### config.mk
export PLATFORM = sky130hd
export DESIGN_NAME = down_counter_nbit
export DESIGN_NICKNAME = d
export VERILOG_FILES = /design/src/rtl/down_counter_nbit.sv
export SDC_FILE = /design/constraint.sdc
export NUM_CORES = 1
export LEC_CHECK = 0
export BUFFER_PORTS_ARGS = -buffer_cell sky130_fd_sc_hd__buf_2
export CAP_MARGIN = 25
export CORE_MARGIN = 2
export CORE_UTILIZATION = 30
export DETAILED_ROUTE_END_ITERATION = 6
export PLACE_DENSITY = 0.58
export SLEW_MARGIN = 5
export SYNTH_ARGS = -nofsm -noshare
export SYNTH_HDL_FRONTEND = slang
export SYNTH_SLANG_ARGS = --single-unit
### constraint.sdc
create_clock -name clock -period 3.61 [get_ports clock]
set_clock_uncertainty 0.05 [all_clocks]
set_input_delay 0.722 -clock clock [delete_from_list [all_inputs] [get_ports clock]]
set_output_delay 0.722 -clock clock [all_outputs]
set_load 0.005 [all_outputs]
### src/rtl/down_counter_nbit.sv
// Loadable N-bit down-counter with start/busy/done handshake, optional auto-reload on terminal
// count and a combinational borrow flag.
module down_counter_nbit #(
    parameter int unsigned WIDTH = 8
) (
    input  logic             clock,
    input  logic             reset,
    input  logic             clkEN,
    input  logic             start,
    input  logic [WIDTH-1:0] ld_val,
    input  logic             cnt,
    input  logic             auto_reload,
    output logic [WIDTH-1:0] count,
    output logic             bo,
    output logic             busy,
    output logic             done
);

    typedef enum logic [1:0] {
        StIdle = 2'b00,
        StRun  = 2'b01
    } state_e;

    localparam logic [WIDTH-1:0] CountZero = '0;
    localparam logic [WIDTH-1:0] CountOne  = WIDTH'(1);

    state_e           state_q, state_d;
    logic [WIDTH-1:0] count_q, count_d;
    logic             done_q, done_d;
    logic             ld_zero;

    assign ld_zero = (ld_val == CountZero);

    always_ff @(posedge clock) begin
        if (reset) begin
            state_q <= StIdle;
            count_q <= CountZero;
            done_q  <= 1'b0;
        end else if (clkEN) begin
            state_q <= state_d;
            count_q <= count_d;
            done_q  <= done_d;
        end
    end

    always_comb begin
        state_d = state_q;
        count_d = count_q;
        done_d  = 1'b0;
        case (state_q)
            StIdle: begin
                if (start) begin
                    count_d = ld_val;
                    if (ld_zero) begin
                        done_d = 1'b1;
                    end else begin
                        state_d = StRun;
                    end
                end
            end
            StRun: begin
                if (start) begin
                    // Restart: a zero reload value is a zero-length countdown.
                    count_d = ld_val;
                    if (ld_zero) begin
                        done_d  = 1'b1;
                        state_d = StIdle;
                    end
                end else if (cnt) begin
                    if (count_q == CountOne) begin
                        done_d = 1'b1;
                        if (auto_reload && !ld_zero) begin
                            count_d = ld_val;
                        end else begin
                            count_d = CountZero;
                            state_d = StIdle;
                        end
                    end else if (count_q != CountZero) begin
                        count_d = count_q - CountOne;
                    end
                end
            end
            default: begin
                state_d = StIdle;
            end
        endcase
    end

    always_comb begin
        count = count_q;
        done  = done_q;
        busy  = (state_q == StRun);
        bo    = (count_q == CountZero);
    end

endmodule
==> out/results.ini <==
[cts]
htreeDepth=1
path_clk_slew_ns=0.07
cts_tree=yes
numCtsBuffers=3
postCtsSetupRepairBufs=0
cts_resized=0
cts.sinks=10
holdBufCountCts=0
worstSkewPairLatency_ns=0.28
cts_root_buf=clkbuf_4
clk_path_buf_depth=2

[hold_path]
whs_path_depth=2
hold_path_end=done
min_path_type=reg -> reg
worstHoldStart=done

[yosys]
synthesis.nets=108
synth_area_um2=806
ys_seq_area_share_pct=24.8
synth_top_family_by_area=compound AO/OA/AOI/OAI gates
synth_compound_area_share_pct=40.8
ys.warnings.count=0
synthAdderAreaFrac_pct=4.66
yosys.area_share.simple_pct=24.8
muxShareOfSynthArea_pct=0
synthCells=91
synth_seq_cells=10
synthDistinctLibCells=35
syn-mean-instance-area_um2=8.85
synth_xor_area_share_pct=0

[die]
io-pin-count=25
design.core.area_mm2=0.00252
die_h_um=55.8
die_w_um=55.8
num_rows=18
start_util_pct=31.9
dieArea_mm2=0.00312

[timing]
fmax_mhz=454
finalSetupViolations=0
rsz0062_at_grt=false
final_hold_viol_count=0
relSlewSlack_pct=47.3
fin_crit_ns=2.20
finalMaxSlewViolations=0
tightest_slew_ns=0.783
final.setup.tns_ns=0
post-route-period-util_pct=61.0

[critical_path]
r2r-end=count[6]
r2r_slack_ns=1.42
cp.required_ns=2.84
worst_ep_arrival_time_ns=1.43
cp-end-kind=output port
path_class=reg -> out
rr_startpoint=count[1]
ff2ff_path_depth=6
start_kind=register
critPathMaxFanout=6

[route]
drtIter0Drc=30
drc=0
vias=888
postRouteAntennaNets=0
dr.pass1.iters=4
viasPerCell=6.08
routedWlPerCell_um=16.6
drt-total-wl_um=2420

[global_routing]
grt-ovfl-total=0
grt_max_degree=17
antenna_found_initial=0
grtUsageTotal_pct=16.0
grt_pass1_vias=817
grt_pass1_wl_um=3990

[final_layout]
nNetsFinal=135
synthToLayoutAreaGrowth_pct=21.3
design_area_um2=977
diodes=0
drive_gt1_share_pct=28.4

[pwr]
p_int_uw=206
seq_power_share_pct=39.7
power_frac_comb_pct=34.7
switching_share_pct=37.4
pwr-share-clk_pct=25.7
p_leak_uw=0.000386
vdd_drop_max_mv=0.169
powerDensity_mw_per_mm2=338
p_switching_uw=124

[flow_run]
drv_cap=0

[place]
dp_hpwl_um=1830
port_buffers=24
gp_congestion=0.836
placed_area_um2=955

[run_status]
status=finished clean

## Yosys cell counts
cell	n	area share (%)
o31ai_4	1	2.6
and3_1	1	0.78
dfxtp_1	10	25
nor4b_1	1	1.1
nor3_1	4	2.5
a211oi_1	1	0.93
or3b_1	1	1.1
nand3_1	1	0.62
a221oi_1	10	11
nand2b_1	8	6.2
a2111oi_4	1	3.4
o2111ai_1	1	1.1
o32ai_2	2	4.0
buf_2	1	0.62
a21o_1	1	0.93
o21ai_1	1	0.62
o32ai_1	4	4.3
or4b_4	1	1.7
a21boi_1	1	0.93
clkbuf_1	1	0.47
nor4b_2	1	1.9
a22oi_1	4	3.7
nor2b_1	1	0.78
nor2_1	4	1.9
nor4_1	4	3.1
a21oi_1	3	1.9
clkinv_1	2	0.93
a32oi_1	1	1.1
ha_1	3	4.7
o311a_1	1	1.2
or3_1	3	2.3
o21ai_0	3	1.9
a41o_1	1	1.2
inv_1	6	2.8
nand2_1	2	0.93
## cell families after synthesis
family / Yosys count
buffers and inverters: 10
adders and majority gates: 3
and+or+nand+nor: 32
AOI/OAI and AO/OA: 36
DFF: 10
## state kept, by name (all words and copies together) (netlist names)
| register | count |
|---|---|
| done | 1 |
| count | 8 |
| state_q | 1 |
## how the worst max path moves through the flow
stage | startpoint | end | cells past startpoint
after detailed placement | start | count[0] | 5
after global routing | count[1] | count[6] | 6
final | count[5] | bo | 3
after global placement | ld_val[4] | count[0] | 5
after floorplan | ld_val[4] | count[0] | 4
after CTS | count[5] | bo | 3
## power by group through the flow
stage	logic [uW]	registers, uW	clock network [uW]
floorplan	76.5	131	0
global placement	114	133	0
detailed placement	114	133	0
CTS	114	131	86.3
global route	126	133	91.0
finish	114	131	84.6
## per-stage QoR
step           hold slack (ns)  cells  setup slack (ns)  power, uW  utilization, %
2_1_floorplan            0.438     91              1.74        208               -
6_report                 0.460    146              1.41        330            38.7
5_1_grt                  0.476    146              1.22        350            38.7
3_3_place_gp             0.430    143              1.38        247            37.8
3_5_place_dp             0.458    143              1.35        247            37.8
4_1_cts                  0.468    146              1.42        331            38.7
## cells in the final DEF, fill, tap and decap left out, types with 2 or more instances in the layout
master / netlist / routed
buf_2: 1 / 24
a221oi_1: 10 / 10
dfxtp_1: 10 / 10
nand2b_1: 8 / 8
inv_1: 6 / 6
nor3_1: 4 / 4
a22oi_1: 4 / 4
o32ai_1: 4 / 4
nor4_1: 4 / 4
nor2_1: 4 / 4
or3_1: 3 / 3
a21oi_1: 3 / 3
o21ai_0: 3 / 3
ha_1: 3 / 3
clkbuf_4: 0 / 3
clkinv_1: 2 / 2
nand2_1: 2 / 2
o32ai_2: 2 / 2
## metal layers
| metal | up-vias | GRT usage [%] | part of all wire, % |
|---|---|---|---|
| met5 | - | 0 | 0 |
| met4 | 0 | 3.74 | 0.58 |
| met3 | 3 | 4.42 | 6.5 |
| met2 | 32 | 23.6 | 44 |
| met1 | 427 | 22.9 | 49 |
| li1 | 426 | - | - |
## critical path, stage by stage, from the launching register on
cell and delay [ns]:
dfxtp_1 0.36, nor3_1 0.47, and3_1 0.23, buf_2 0.10
## final cells by class
cell class	instances	area (um^2)
Fill cell	289	1550
Multi-Input combinational cell	71	567
Sequential cell	10	200
Timing Repair Buffer	24	120
Tap cell	30	37.5
Inverter	8	30.0
Clock buffer	3	22.5
No activity file was read; power rests on OpenSTA's default activity.
